$ cat src/rtl/calc_pkg.sv
// Shared calculator definitions: ALU op-codes and the accumulator controller FSM encoding.
// Imported by both the button encoder and calc_accum_ctrl.
package calc_pkg;

    localparam logic [3:0] OP_AND  = 4'b0000;
    localparam logic [3:0] OP_OR   = 4'b0001;
    localparam logic [3:0] OP_ADD  = 4'b0010;
    localparam logic [3:0] OP_SUB  = 4'b0110;
    localparam logic [3:0] OP_SLT  = 4'b0111;
    localparam logic [3:0] OP_SRL  = 4'b1000;
    localparam logic [3:0] OP_SLL  = 4'b1001;
    localparam logic [3:0] OP_SRA  = 4'b1010;
    localparam logic [3:0] OP_NOR  = 4'b1100;
    localparam logic [3:0] OP_NAND = 4'b1101;
    localparam logic [3:0] OP_XOR  = 4'b1111;

    typedef enum logic [1:0] {
        IDLE     = 2'd0,
        EXEC     = 2'd1,
        WAIT_REL = 2'd2
    } state_t;

endpackage

$ cat src/rtl/btn_debounce.sv
// Button conditioner: 2-FF synchroniser, stable-sample debouncer and rising-edge
// press detector. btn_pulse is high for one cycle when btn_lvl goes 0->1.
module btn_debounce #(
    parameter int DEBOUNCE_CYCLES = 500000
) (
    input  logic clk,
    input  logic rst_n,
    input  logic btn_raw,
    output logic btn_lvl,
    output logic btn_pulse
);

    localparam int CNT_W = (DEBOUNCE_CYCLES > 1) ? $clog2(DEBOUNCE_CYCLES) : 1;
    localparam logic [CNT_W-1:0] CNT_LAST = CNT_W'(DEBOUNCE_CYCLES - 1);

    logic             sync_q1;
    logic             sync_q2;
    logic [CNT_W-1:0] cnt_q;

    // cnt_q counts consecutive synchronised samples that disagree with btn_lvl;
    // a single agreeing sample restarts it.
    always_ff @(posedge clk or negedge rst_n) begin
        if (!rst_n) begin
            sync_q1   <= 1'b0;
            sync_q2   <= 1'b0;
            cnt_q     <= '0;
            btn_lvl   <= 1'b0;
            btn_pulse <= 1'b0;
        end else begin
            // NOTE: non-blocking everywhere here so sync_q2 and the counter see pre-edge values.
            sync_q1   <= btn_raw;
            sync_q2   <= sync_q1;
            btn_pulse <= 1'b0;
            if (sync_q2 == btn_lvl) begin
                cnt_q <= '0;
            end else if (cnt_q == CNT_LAST) begin
                cnt_q     <= '0;
                btn_lvl   <= sync_q2;
                btn_pulse <= sync_q2;
            end else begin
                cnt_q <= cnt_q + CNT_W'(1);
            end
        end
    end

endmodule

$ cat src/rtl/calc_accum_ctrl.sv
// Calculator accumulator controller: debounced execute/clear buttons drive a
// single-shot ALU update of a DATA_W accumulator. Optional CALC_OVF_FLAG_EN adds ovf.
module calc_accum_ctrl
    import calc_pkg::*;
#(
    parameter int DATA_W          = 16,
    parameter int DEBOUNCE_CYCLES = 500000
) (
    input  logic              clk,
    input  logic              rst_n,
    input  logic              btnc,
    input  logic              btnu,
    input  logic [3:0]        alu_op,
    input  logic [DATA_W-1:0] sw,
    output logic [DATA_W-1:0] led,
`ifdef CALC_OVF_FLAG_EN
    output logic              ovf,
`endif
    output logic              done
);

    localparam int MSB = DATA_W - 1;

    logic              btnc_lvl;
    logic              btnc_pulse;
    logic              btnu_lvl_unused;
    logic              btnu_pulse;

    state_t            state_q;
    logic [3:0]        op_q;
    logic [DATA_W-1:0] b_q;
    logic [DATA_W-1:0] acc_q;
    logic [DATA_W-1:0] alu_res;
    logic [3:0]        shamt;

    btn_debounce #(.DEBOUNCE_CYCLES(DEBOUNCE_CYCLES)) u_btnc (
        .clk       (clk),
        .rst_n     (rst_n),
        .btn_raw   (btnc),
        .btn_lvl   (btnc_lvl),
        .btn_pulse (btnc_pulse)
    );

    btn_debounce #(.DEBOUNCE_CYCLES(DEBOUNCE_CYCLES)) u_btnu (
        .clk       (clk),
        .rst_n     (rst_n),
        .btn_raw   (btnu),
        .btn_lvl   (btnu_lvl_unused),
        .btn_pulse (btnu_pulse)
    );

    assign shamt = b_q[3:0];
    assign led   = acc_q;

    always_comb begin
        // NOTE: default first so every op code assigns alu_res and no latch is inferred.
        alu_res = acc_q;
        case (op_q)
            OP_AND:  alu_res = acc_q & b_q;
            OP_OR:   alu_res = acc_q | b_q;
            OP_ADD:  alu_res = acc_q + b_q;
            OP_SUB:  alu_res = acc_q - b_q;
            OP_SLT: begin
                alu_res    = '0;
                alu_res[0] = ($signed(acc_q) < $signed(b_q));
            end
            OP_SRL:  alu_res = acc_q >> shamt;
            OP_SLL:  alu_res = acc_q << shamt;
            OP_SRA:  alu_res = $signed(acc_q) >>> shamt;
            OP_NOR:  alu_res = ~(acc_q | b_q);
            OP_NAND: alu_res = ~(acc_q & b_q);
            OP_XOR:  alu_res = acc_q ^ b_q;
            default: alu_res = acc_q;
        endcase
    end

`ifdef CALC_OVF_FLAG_EN
    logic ovf_next;

    // Two's-complement overflow: result sign disagrees with what the operand signs force.
    always_comb begin
        ovf_next = 1'b0;
        if (op_q == OP_ADD) begin
            ovf_next = (acc_q[MSB] == b_q[MSB]) && (alu_res[MSB] != acc_q[MSB]);
        end else if (op_q == OP_SUB) begin
            ovf_next = (acc_q[MSB] != b_q[MSB]) && (alu_res[MSB] != acc_q[MSB]);
        end
    end
`endif

    // Clear has priority over every state, so a clear during EXEC drops the write.
    always_ff @(posedge clk or negedge rst_n) begin
        if (!rst_n) begin
            state_q <= IDLE;
            op_q    <= OP_AND;
            b_q     <= '0;
            acc_q   <= '0;
            done    <= 1'b0;
`ifdef CALC_OVF_FLAG_EN
            ovf     <= 1'b0;
`endif
        end else begin
            done <= 1'b0;
            if (btnu_pulse) begin
                state_q <= IDLE;
                acc_q   <= '0;
`ifdef CALC_OVF_FLAG_EN
                ovf     <= 1'b0;
`endif
            end else begin
                case (state_q)
                    IDLE: begin
                        if (btnc_pulse) begin
                            op_q    <= alu_op;
                            b_q     <= sw;
                            state_q <= EXEC;
                        end
                    end
                    EXEC: begin
                        acc_q   <= alu_res;
                        done    <= 1'b1;
`ifdef CALC_OVF_FLAG_EN
                        ovf     <= ovf_next;
`endif
                        state_q <= WAIT_REL;
                    end
                    WAIT_REL: begin
                        if (!btnc_lvl) begin
                            state_q <= IDLE;
                        end
                    end
                    default: state_q <= IDLE;
                endcase
            end
        end
    end

endmodule
$ cat config.mk
export PLATFORM = sky130hd
export DESIGN_NAME = calc_accum_ctrl
export DESIGN_NICKNAME = d
export VERILOG_FILES = /design/src/rtl/calc_pkg.sv /design/src/rtl/btn_debounce.sv /design/src/rtl/calc_accum_ctrl.sv
export SDC_FILE = /design/constraint.sdc
export NUM_CORES = 1
export LEC_CHECK = 0
export CORE_MARGIN = 2
export CORE_UTILIZATION = 48
export CTS_CLUSTER_SIZE = 30
export DETAILED_ROUTE_END_ITERATION = 10
export PLACE_DENSITY = 0.63
export SYNTH_ARGS = -nofsm -noshare
export SYNTH_HDL_FRONTEND = slang
export SYNTH_SLANG_ARGS = --single-unit
$ cat constraint.sdc
create_clock -name clk -period 9.1 [get_ports clk]
set_input_delay 0.91 -clock clk [delete_from_list [all_inputs] [get_ports clk]]
set_output_delay 0.91 -clock clk [all_outputs]
set_load 0.02 [all_outputs]
==> Word-level counts from Yosys, hierarchy flattened <==
Cells that the tools add are included.
{ "op_classes": {"n_reduce_logical": 9, "mux": 17, "shift": 3, "addsub": 4, "order_cmp": 1, "n_bitwise": 8, "n_eq_ne": 18} }
{ "ops": {"columns": ["operator", "count"], "rows": [
  ["one-hot mux 16 bit (11 select lines)", 1],
  ["two-way mux 19 bit", 4],
  ["adder 19 x 1 -> 19 bit (second input constant)", 2],
  ["equality test 19 bit (second input constant)", 2],
  ["two-way mux 16 bit", 2],
  ["inverter 16 bit", 2],
  ["equality test 4 bit (second input constant)", 6],
  ["adder 16 bit", 1],
  ["AND 16 bit", 1],
  ["< comparator 16 bit", 1],
  ["OR 16 bit", 1],
  ["<< shifter 16 x 4 -> 16 bit", 1],
  [">> shifter 16 x 4 -> 16 bit", 1],
  [">>> shifter 16 x 4 -> 16 bit", 1],
  ["subtractor 16 bit", 1],
  ["XOR 16 bit", 1],
  ["nonzero test 12 bit", 1],
  ["equality test 4 x 3 -> 1 bit (second input constant)", 2],
  ["AND reduction 2 bit", 4],
  ["two-way mux 1 bit", 6],
  ["two-way mux 2 bit", 3],
  ["one-hot mux 2 bit (3 select lines)", 1],
  ["equality test 4 x 1 -> 1 bit (second input constant)", 1],
  ["equality test 4 x 2 -> 1 bit (second input constant)", 1],
  ["10 further kinds", 13]
]} }
{ "totals": {"input_bits": 24, "wordCells": 75, "output_inout_bits": 17, "register_bits": 85} }

==> Longest topological paths before layout <==
Gate-level depths: netlist (run 1).
{ "logic_depth": {"word_depth": 5, "mapped_depth": 13, "mapped_depth_nobuf": 11} }

==> Cells and area by module <==
Synthesis (run 1) repeated with hierarchy kept, for this count alone.
{ "hier_totals": {"cells_unflattened": 962, "area_unflattened_um2": 7943.9} }
{ "by_module_without_submodules": {"columns": ["module", "cells_each", "n_inst", "area_each_um2", "seq_area_each_um2"], "rows": [
  ["calc_accum_ctrl", 742, 1, 5706.7, 975.9],
  ["btn_debounce", 110, 2, 1118.6, 575.6]
]} }

==> Worst setup path before layout (run 1) <==
OpenSTA, ideal clock, no wires.
{ "synth_timing": {"path_kind": "register to register", "start": "register b_q[2]", "end": "register acc_q[13] (netlist: led[13])", "setup_ns": 0.111, "path_buffers": 3, "synth_period_minus_slack_ns": 3.150, "required_time_ns": 8.989, "stages_incl_launch_ff": 14, "path_slack_ns": 5.950, "arrival_ns": 3.038, "path_cell_list": "dfrtp_1 -> buf_2 -> inv_1 -> buf_2 -> buf_1 -> ha_1 -> o21ai_0 -> o21bai_1 -> or3_1 -> a41o_1 -> o21ai_0 -> mux2i_1 -> nor3_2 -> a2111oi_2"} }
{ "synth_between": {"elab_chain_cells": 4, "word_cells_on_any_way": 8, "classes_between": "add/sub: 2; shift: 3; mux: 3"} }
{ "synth_lines": {"columns": ["item", "line_no", "text"], "rows": [
  ["start: declaration", "calc_accum_ctrl.sv:31", "logic [DATA_W-1:0] b_q;"],
  ["start signal: assignment", "calc_accum_ctrl.sv:115", "b_q <= sw;"],
  ["subtractor 16 bit, or another cell as far along", "calc_accum_ctrl.sv:62", "OP_SUB: alu_res = acc_q - b_q;"],
  ["one-hot mux 16 bit (11 select lines) *", "calc_accum_ctrl.sv:58", "case (op_q)"],
  ["two-way mux 16 bit *", "calc_accum_ctrl.sv:111", "case (state_q)"],
  ["two-way mux 16 bit *", "calc_accum_ctrl.sv:104", "if (btnu_pulse) begin"],
  ["end signal: assignment", "calc_accum_ctrl.sv:120", "acc_q <= alu_res;"],
  ["end: declaration", "calc_accum_ctrl.sv:32", "logic [DATA_W-1:0] acc_q;"]
]} }
Every way passes the cells marked *; elsewhere a longest branch is shown, timed or not. The select of a mux whose other input is x is not followed.
A chain may end at the register's enable or synchronous reset.

==> Worst setup path after layout (run 1) <==
{ "layout_timing": {"start": "register b_q[1]", "end": "register acc_q[13] (netlist: led[13])"} }
Same word-level chain as after synthesis.

==> metrics.txt, run 1 <==
final slew viol count 0; Fillers 1534; period utilization 0.4022; Min Hold Slack 351.8 ps; Comb power frac 0.030; fin crit period ~3700 ps; Clk pwr share 0.503; Total GRT Usage 0.2796; P_leak 3.592 nW; TritonCTS Sinks 85; gpl congestion between 0.9 and 1; initial antenna violation count 0; average vias per placed instance 6.253; Top FF cell, synth dfrtp_1; Mapped Area 7845 um^2; P per Cell Area 94.81 nW/um^2; fin util 0.5423; Seq/Total Area, Yosys 0.2711; clk slew on worst S/H paths 70 ps; die area 17380 um^2; Hold Buf Count CTS 0; Vias around 7400; core area approximately 16000 um^2; CTS root buffer clkbuf_16; DRT iter0 DRCs between 900 and 1000; FMAX 273.2 MHz; Seq cells post-synth 85; final setup margin 5440 ps; Max VDD drop 0.08735 mV; critical path type register to register; CP Data Required Time 9340 ps; Die H 131.8 um; DP HPWL 17.04 mm; switch share 0.2175; DRC 0; Total Wirelength 24.04 mm; CTS tree built; largest net degree at the start of global routing 58; Final nets 1038; Layout Area Growth over Synthesis 10.21%; ant diodes 0; run status finished, final reports clean; CTS Buf Count 9; Max H-tree Level 3; endpoints failing setup 0; syn_nets a little over 1000; post-route ant nets 0; sequential share of power 0.468; Crit Path Max Fanout 46; Die X-Extent 131.8 um; cts repair resizes 0; final hold viol count 0; first-pass GRT wire length 38.63 mm; RSZ-0062 raised after global routing false; WL/cell 20.41 um; Tot Pwr ~0.0008 W; Clk Latency, worst-skew pair approximately 360 ps; number of flops mapped to enable cells by yosys 0; Yosys cell types 83; Setup Skew 14.05 ps; share of post-route cells with drive strength above 1 0.08316; CP startpoint kind register; setup TNS 0 ps; Rel. slew slack 0.2745; Top Ports 41; Avg Cell Area, Syn 8.223 um^2; Core Rows 46; CP Capture Type register; Setup Buffers After CTS 0; CP Data Arrival Time 3900 ps; Hold Path Class register to register; Async S/R FF share, synth 1.000; placement-stage worst setup slack 5497 ps; vias in the first global route around 7000; Initial Utilization 0.4921; Int Pwr 0.0006414 W; I/O Buffers 40; YS warnings 0; First-pass DRT Iterations 5; Psw between 0.00015 and 0.0002 W; Slew @ Worst Pin roughly 1100 ps; Gate Count Post-Synth 954; GR Overflow Total 0; maxcap violations 0; Max Root-Sink Buffers 2
layout by cell type, fill, tap and decap left out, types with 10 or more instances in the layout:
cell,count
ha_1,55
inv_1,48
or3_1,13
o2111ai_1,10
buf_4,13
nor2_1,121
mux2_2,10
nand2_1,82
xor2_1,19
nand2b_1,10
a211oi_1,16
clkdlybuf4s50_1,39
xnor2_1,17
nand3_1,26
o21ai_0,61
mux2i_1,23
nor3_1,31
and3_1,12
o211ai_1,12
a21oi_1,59
mux4_2,15
dfrtp_1,84
o21ai_1,13
cells in the mapped netlist, types with 15 or more instances:
| cell | instances | share of area |
|---|---|---|
| mux4_2 | 15 | 0.043 |
| a21oi_1 | 59 | 0.038 |
| inv_1 | 48 | 0.023 |
| buf_2 | 19 | 0.012 |
| ha_1 | 55 | 0.088 |
| nor2_1 | 121 | 0.058 |
| dfrtp_1 | 85 | 0.27 |
| xor2_1 | 19 | 0.021 |
| clkbuf_1 | 29 | 0.014 |
| a211oi_1 | 16 | 0.015 |
| mux2i_1 | 23 | 0.029 |
| nor3_1 | 31 | 0.020 |
| nand2_1 | 82 | 0.039 |
| nand3_1 | 26 | 0.017 |
| xnor2_1 | 17 | 0.019 |
| o21ai_0 | 61 | 0.039 |
cells by family after synthesis:
| kind of cell | share of synthesized area |
|---|---|
| AND/OR/NAND/NOR | 0.2096 |
| AO/OA/AOI/OAI | 0.2338 |
| buffers and inverters | 0.06140 |
| flip-flops | 0.2711 |
| adder cells (fa/ha/maj) | 0.09282 |
| multiplexers | 0.09107 |
| XOR/XNOR | 0.04019 |
power by group through the flow:
stage                     clock [W]  combinational [W]  sequential [W]
after CTS                  0.000418          0.0000253        0.000383
after detailed placement          0          0.0000251        0.000391
after global placement            0          0.0000248        0.000390
final                      0.000412          0.0000244        0.000383
after floorplan                   0         0.00000558        0.000390
after global routing       0.000431          0.0000279        0.000384
flip-flops by register name, summed over array words and instances, names as in the netlist:
signal,flops
done,1
u_btnc.sync_q1,1
u_btnc.btn_pulse,1
u_btnu.cnt_q,19
u_btnu.sync_q1,1
u_btnc.cnt_q,19
u_btnu.btn_pulse,1
b_q,16
u_btnc.sync_q2,1
u_btnu.sync_q2,1
u_btnu.btn_lvl,1
state_q,2
op_q,4
u_btnc.btn_lvl,1
led,16
cell type report:
| cell class | instances | area (um^2) | area share |
|---|---|---|---|
| Inverter | 51 | 191.4 | 0.02214 |
| Clock buffer | 11 | 242.7 | 0.02808 |
| Clock inverter | 5 | 82.58 | 0.009551 |
| Timing Repair Buffer | 52 | 488.0 | 0.05644 |
| Multi-Input combinational cell | 758 | 5243 | 0.6064 |
| Tap cell | 216 | 270.3 | 0.03126 |
| Sequential cell | 85 | 2128 | 0.2462 |
worst max-delay path, cell delays in order (launching register included):
cell and delay [ps]:
dfrtp_2 1000, inv_1 290, ha_1 430, o21bai_1 150, a211o_1 310, o31ai_2 310, a21oi_2 110, o41ai_1 360
mux2i_1 270, nor3_2 60, a2111oi_2 270
final timing paths:
| check | slack, ps | to | cells past startpoint | start |
|---|---|---|---|---|
| max | 5440 | led[13] | 10 | b_q[1] |
| min | 350 | u_btnc.sync_q2 | 0 | u_btnc.sync_q1 |
| max reg2reg | 5440 | led[13] | 10 | b_q[1] |
| min reg2reg | 350 | u_btnc.sync_q2 | 0 | u_btnc.sync_q1 |
| max in group asynchronous | 7540 | op_q[2] | 2 | rst_n |
| min in group asynchronous | 480 | led[4] | 1 | rst_n |
per-layer routing:
metal,vias to the layer above,routed length (um),track usage
met4,0,924,0.1202
met1,3508,10520,0.3915
li1,3451,-,-
met3,74,1790,0.03922
met5,-,0,0
met2,333,10800,0.4334
stage by stage:
step / cells / area [um^2]
CTS: 1178 / 8646
global placement: 1162 / 8320
detailed placement: 1162 / 8320
finish: 1178 / 8646
global route: 1178 / 8646
floorplan: 954 / 7845
Note: power is estimated with default switching activity, not from simulation.
==> inputs of run 2 (changes only) <==
Clock period 9.1 ns to 3.5 ns, I/O delays scaled along.
==> run 2 against run 1 <==
Net effect:
- die area unchanged
- cell area up 1.5%
- cell count grew 1.8%
- register-to-register slack worse by 5000 ps
- sequential power rose to 2.6 times the previous value
- power increased by 150%
- routed wire length increased by 0.94%
- clock-buffer cell count unchanged
- maximum frequency rose by 20%
- critical path depth is the same
- core utilization grew 0.80 points
- critical endpoint unchanged
- largest power group is now registers
- highest routed layer unchanged
==> metrics.txt, run 2 (same netlist as run 1, synthesis figures left out) <==
share of post-route cells with drive strength above 1 0.1007 (+0.01755); post-place instance area 8471 um^2 (+1.8%); Hold Path Class register to register; gpl congestion 0.9954 (+8.0%); Fillers 1554 (+1.3%); FMAX 327.3 MHz (+20%); DP HPWL 18.05 mm (+6.0%); cells along the critical path inv_1, ha_1, a211oi_1, o21bai_1, or3_1, a41o_1, o21ai_0, mux2i_1, nor3_2, a2111oi_2; final hold viol count 0 (unchanged); First-pass DRT Iterations 5 (unchanged); Slew @ Worst Pin 904.5 ps (-179.7 ps); Post-Layout Inst Area 8773 um^2 (+1.5%); Regs by FF count u_btnc.cnt_q: 19 flops, u_btnu.cnt_q: 19 flops; Top Ports 41 (unchanged); Die H 131.8 um (unchanged); P per Cell Area 231.4 nW/um^2 (+140%); Worst R2R Path Depth 10 (unchanged); Total GRT Usage 0.2789 (-0.0006897); first-pass GRT wire length 38.78 mm (+0.38%); GR Overflow Total 0 (unchanged); Layout Area Growth over Synthesis 11.83%; CP Data Required Time 3740 ps (-5600 ps); cts repair resizes 0 (unchanged); Rel. slew slack 0.3919 (+0.1173); initial antenna violation count 0 (unchanged); CP Capture Type register; CP startpoint kind register; worst r2r src led[1]; post-route ant nets 0 (unchanged); most common cell after layout, fill and taps aside nor2_1; CTS Buf Count 9 (unchanged); DRC 0 (unchanged); CTS root buffer clkbuf_16; clk slew on worst S/H paths 70 ps (about the same); Max Root-Sink Buffers 2 (unchanged); largest net degree at the start of global routing 42 (-28%); run status finished, final reports clean; Initial Utilization 0.4921 (unchanged); crit path launch led[1]; crit-path max cell delay 580 ps (-420 ps); Die X-Extent 131.8 um (unchanged); Crit path depth 10 (unchanged); final slew viol count 0 (unchanged); ant diodes 0 (unchanged); endpoints failing setup 0 (unchanged); P_leak 3.674 nW (+2.3%); Core Rows 46 (unchanged); DRT iter0 DRCs 782 (-15%); fin crit period 3056 ps (-604.3 ps); Max VDD drop 0.2792 mV (+220%); die area 17380 um^2 (unchanged); CTS tree built; flop-to-flop setup slack 440 ps (-5000 ps); TritonCTS Sinks 85 (unchanged); Setup Buffers After CTS 0 (unchanged); most frequent cells in the layout nor2_1 (121), dfrtp_1 (84), nand2_1 (82); CP delay by family, top compound AO/OA/AOI/OAI gates; vias in the first global route 7101 (+1.5%); Max H-tree Level 3 (unchanged); CP Data Arrival Time 3290 ps (-610 ps); critical path type register to register; average vias per placed instance 6.244 (-0.15%); core area 15940 um^2 (unchanged); Reg-to-Reg End led[13]; Total Wirelength 24.26 mm (+0.94%); Final nets 1059 (+2.0%); WL/cell 20.24 um (-0.83%); setup TNS 0 ps (unchanged); Slowest-stage cell, CP dfrtp_1; period utilization 0.8731 (+0.4709); I/O Buffers 40 (unchanged); RSZ-0062 raised after global routing false; Critical Path End led[13]; maxcap violations 0 (unchanged); Setup Skew 9.428 ps (-4.624 ps); Vias 7486 (+1.6%); Crit Path Max Fanout 10 (-78%); CP bufs+invs 1 (unchanged); Clk Latency, worst-skew pair 350 ps (about the same)
[run 2: changes by cell type in the layout (fill, tap and decap cells not counted)]
cell           change
buf_4             +20
clkinvlp_4         +1
dlygate4sd3_1      +1
bufinv_16          -1
clkbuf_8           -1
clkbuf_1           +1
[run 2: through the flow]
stage                       util  hold WS [ps]  total power, W  setup WS [ps]  std cells
final                     0.5503         348.1        0.002030          444.3       1199
after global routing      0.5503         352.2        0.002098          161.4       1199
after CTS                 0.5503         351.4        0.002060          464.5       1199
after detailed placement  0.5313         279.5        0.001082          497.9       1182
after global placement    0.5313         279.0        0.001081          518.1       1182
after floorplan                -         54.41        0.001029          350.1        954
[run 2: worst reg2reg max path, stage by stage, from the launching register on]
cell and delay (ps):
dfrtp_1 580, inv_1 130, ha_1 360, a211oi_1 310, o21bai_1 140, or3_1 340, a41o_1 270, o21ai_0 220
mux2i_1 250, nor3_2 70, a2111oi_2 270
[run 2: per-layer routing]
metal,wire [um],vias up,global-route usage
met3,1609,66,0.03729
met2,10940,320,0.4398
li1,-,3510,-
met5,0,-,0
met4,967,0,0.1226
met1,10740,3590,0.3843
[run 2: layout make-up]
type,instances,area [um^2],share of cell area
Timing Repair Buffer,73,648.1,0.07387
Inverter,51,191.4,0.02182
Tap cell,216,270.3,0.03080
Clock inverter,5,60.06,0.006845
Multi-Input combinational cell,758,5243,0.5975
Clock buffer,11,232.7,0.02653
Sequential cell,85,2128,0.2426
[run 2: what timing repair did]
item / 4_1_cts / 5_1_grt
endpoints found under the hold margin: 24 / 0
endpoints found under the setup margin: 0 / 0
hold buffers: 1 / 0
[run 2: report_power, final]
part	leakage, nW	internal [W]	switching [W]
registers	1.08	0.000990	0.00000676
clock network	0.140	0.000556	0.000412
logic	2.45	0.0000307	0.0000345
[run 2: worst min path at each step]
stage / start / endpoint / slack [ps] / depth (start not counted)
final: u_btnu.sync_q1 / u_btnu.sync_q2 / 350 / 0
after global routing: u_btnu.sync_q1 / u_btnu.sync_q2 / 350 / 0
after CTS: u_btnu.sync_q1 / u_btnu.sync_q2 / 350 / 0
after detailed placement: rst_n / u_btnu.cnt_q[6] / 280 / 1
after global placement: rst_n / u_btnu.cnt_q[6] / 280 / 1
after floorplan: rst_n / b_q[0] / 50 / 0
==> inputs of run 3 (changes only) <==
Settings changed: CORE_ASPECT_RATIO from default to 1.1, CORE_MARGIN 2 to default.
==> run 3 against run 2 <==
Net effect:
- clock power is 2.4% higher
- combinational power down 3.7%
- setup slack worse by 86 ps
- largest cell class unchanged
- largest power group unchanged
==> metrics.txt, run 3 (same netlist as run 1, synthesis figures left out) <==
P_leak 3.677 nW (about the same); first-pass GRT wire length 38.93 mm (+0.39%); Crit Path Max Fanout 10 (unchanged); Slowest-stage cell, CP dfrtp_1; Setup Skew 16.23 ps (+6.806 ps); Rel. slew slack 0.4034 (+0.01156); Max VDD drop 0.2677 mV (-4.1%); Initial Utilization 0.4948 (+0.002718); Vias 7469 (-0.23%); CTS root buffer clkbuf_16; I/O Buffers 40 (unchanged); DRT iter0 DRCs 732 (-6.4%); gpl congestion 1.022 (+2.7%); register area 2128 um^2 (unchanged); Crit path depth 10 (unchanged); ant diodes 0 (unchanged); FMAX 318.3 MHz (-2.7%); Worst R2R Path Depth 10 (unchanged); setup TNS 0 ps (unchanged); CTS Buf Count 9 (unchanged); Total Wirelength 24.84 mm (+2.4%); final hold viol count 0 (unchanged); fin crit period 3142 ps (+86.17 ps); WL/cell 21.00 um (+3.8%); average vias per placed instance 6.314 (+1.1%); Max H-tree Level 3 (unchanged); share of post-route cells with drive strength above 1 0.1017 (+0.001017); Clk pwr share 0.483 (+0.006); Total GRT Usage 0.3069 (+0.02803); core area 15860 um^2 (-0.55%); CP delay by family, top compound AO/OA/AOI/OAI gates; Final nets 1059 (unchanged); CP Capture Type register; initial antenna violation count 0 (unchanged); cts repair resizes 0 (unchanged); fin util 0.5518 (+0.001462); Clk Latency, worst-skew pair 360 ps (about the same); final setup margin 358.2 ps (-86.17 ps); run status finished, final reports clean; maxcap violations 0 (unchanged); endpoints failing setup 0 (unchanged); post-route ant nets 0 (unchanged); CP startpoint kind register; Psw 0.0004749 W (+4.9%); cells along the critical path inv_1, ha_1, a211oi_1, o21bai_1, or3_1, a41o_1, o21ai_0, mux2i_1, nor3_2, a2111oi_2; Layout Area Growth over Synthesis 11.52%; Int Pwr 0.001576 W (about the same); DP HPWL 18.12 mm (+0.36%); period utilization 0.8977 (+0.02462); switch share 0.2315 (+0.008461); Core Rows 48 (+4.3%); sequential share of power 0.486 (-0.005); placement-stage worst setup slack 470.4 ps (-27.52 ps); vias in the first global route 7031 (-0.99%); most common cell after layout, fill and taps aside nor2_1; Die H 136.1 um (+3.2%); crit-path max cell delay 600 ps (+20 ps); Comb power frac 0.031 (about the same); largest net degree at the start of global routing 67 (+60%); DRC 0 (unchanged); die area 16860 um^2 (-3.0%); clk slew on worst S/H paths 70 ps (about the same); Multi-input gate area 5243 um^2 (unchanged); CP Data Arrival Time 3390 ps (+100 ps); Top Ports 41 (unchanged); CP Data Required Time 3750 ps (about the same); Die X-Extent 123.9 um (-6.0%); P per Cell Area 234.5 nW/um^2 (+1.3%); Hold Buf Count CTS 0 (-1); Setup Buffers After CTS 0 (unchanged); CP bufs+invs 1 (unchanged); Slew @ Worst Pin 887.3 ps (-17.19 ps); Hold Path Class primary input to asynchronous set/reset pin; most frequent cells in the layout nor2_1 (121), dfrtp_1 (84), nand2_1 (82); CTS tree built; First-pass DRT Iterations 5 (unchanged); RSZ-0062 raised after global routing false; critical path type register to register; TritonCTS Sinks 85 (unchanged); final slew viol count 0 (unchanged); GR Overflow Total 0 (unchanged); Regs by FF count u_btnc.cnt_q: 19 flops, u_btnu.cnt_q: 19 flops; Max Root-Sink Buffers 2 (unchanged); Fillers 1524 (-1.9%)
==> run 3: cell count changes in the layout (fill, tap and decap cells not counted) <==
cell	previous run	this run
buf_4	33	34
clkinv_2	1	2
clkinv_4	1	0
clkinvlp_4	1	0
dlygate4sd3_1	1	0
inv_6	1	2
==> run 3: power by group through the flow <==
stage | clock network, W | logic (W) | registers (W)
floorplan | 0 | 0.0000145 | 0.00101
global placement | 0 | 0.0000651 | 0.00102
detailed placement | 0 | 0.0000656 | 0.00102
CTS | 0.00101 | 0.0000659 | 0.000997
global route | 0.00104 | 0.0000721 | 0.000997
finish | 0.000991 | 0.0000628 | 0.000997
==> run 3: worst paths after layout <==
| kind | startpoint | slack [ps] | end |
|---|---|---|---|
| worst max-delay path | led[1] | 360 | led[13] |
| worst min-delay path | rst_n | 100 | u_btnu.cnt_q[8] |
| worst max register to register | led[1] | 360 | led[13] |
| worst min register to register | u_btnu.sync_q1 | 350 | u_btnu.sync_q2 |
| max in group asynchronous | rst_n | 2570 | u_btnu.cnt_q[1] |
| min in group clk | u_btnu.sync_q1 | 350 | u_btnu.sync_q2 |
==> run 3: layout make-up <==
| type | instances | share of cell area |
|---|---|---|
| Clock buffer | 11 | 0.02660 |
| Clock inverter | 5 | 0.006579 |
| Inverter | 51 | 0.02188 |
| Multi-Input combinational cell | 758 | 0.5993 |
| Sequential cell | 85 | 0.2433 |
| Tap cell | 200 | 0.02860 |
| Timing Repair Buffer | 73 | 0.07380 |
==> run 3: metal layers <==
layer	vias to the layer above	share of wire	track usage
li1	3503	-	-
met5	-	0	0
met2	306	0.45	0.4799
met1	3579	0.44	0.3989
met4	0	0.043	0.1561
met3	81	0.068	0.06250
==> run 3: metrics by stage <==
stage / hold slack, ps / total power, W / instances / instance area (um^2)
final: 101.7 / 0.002051 / 1183 / 8748
after global routing: 191.0 / 0.002114 / 1183 / 8748
after CTS: 170.9 / 0.002071 / 1183 / 8748
after detailed placement: 338.1 / 0.001081 / 1167 / 8458
after global placement: 334.0 / 0.001080 / 1167 / 8458
after floorplan: 54.41 / 0.001029 / 954 / 7845
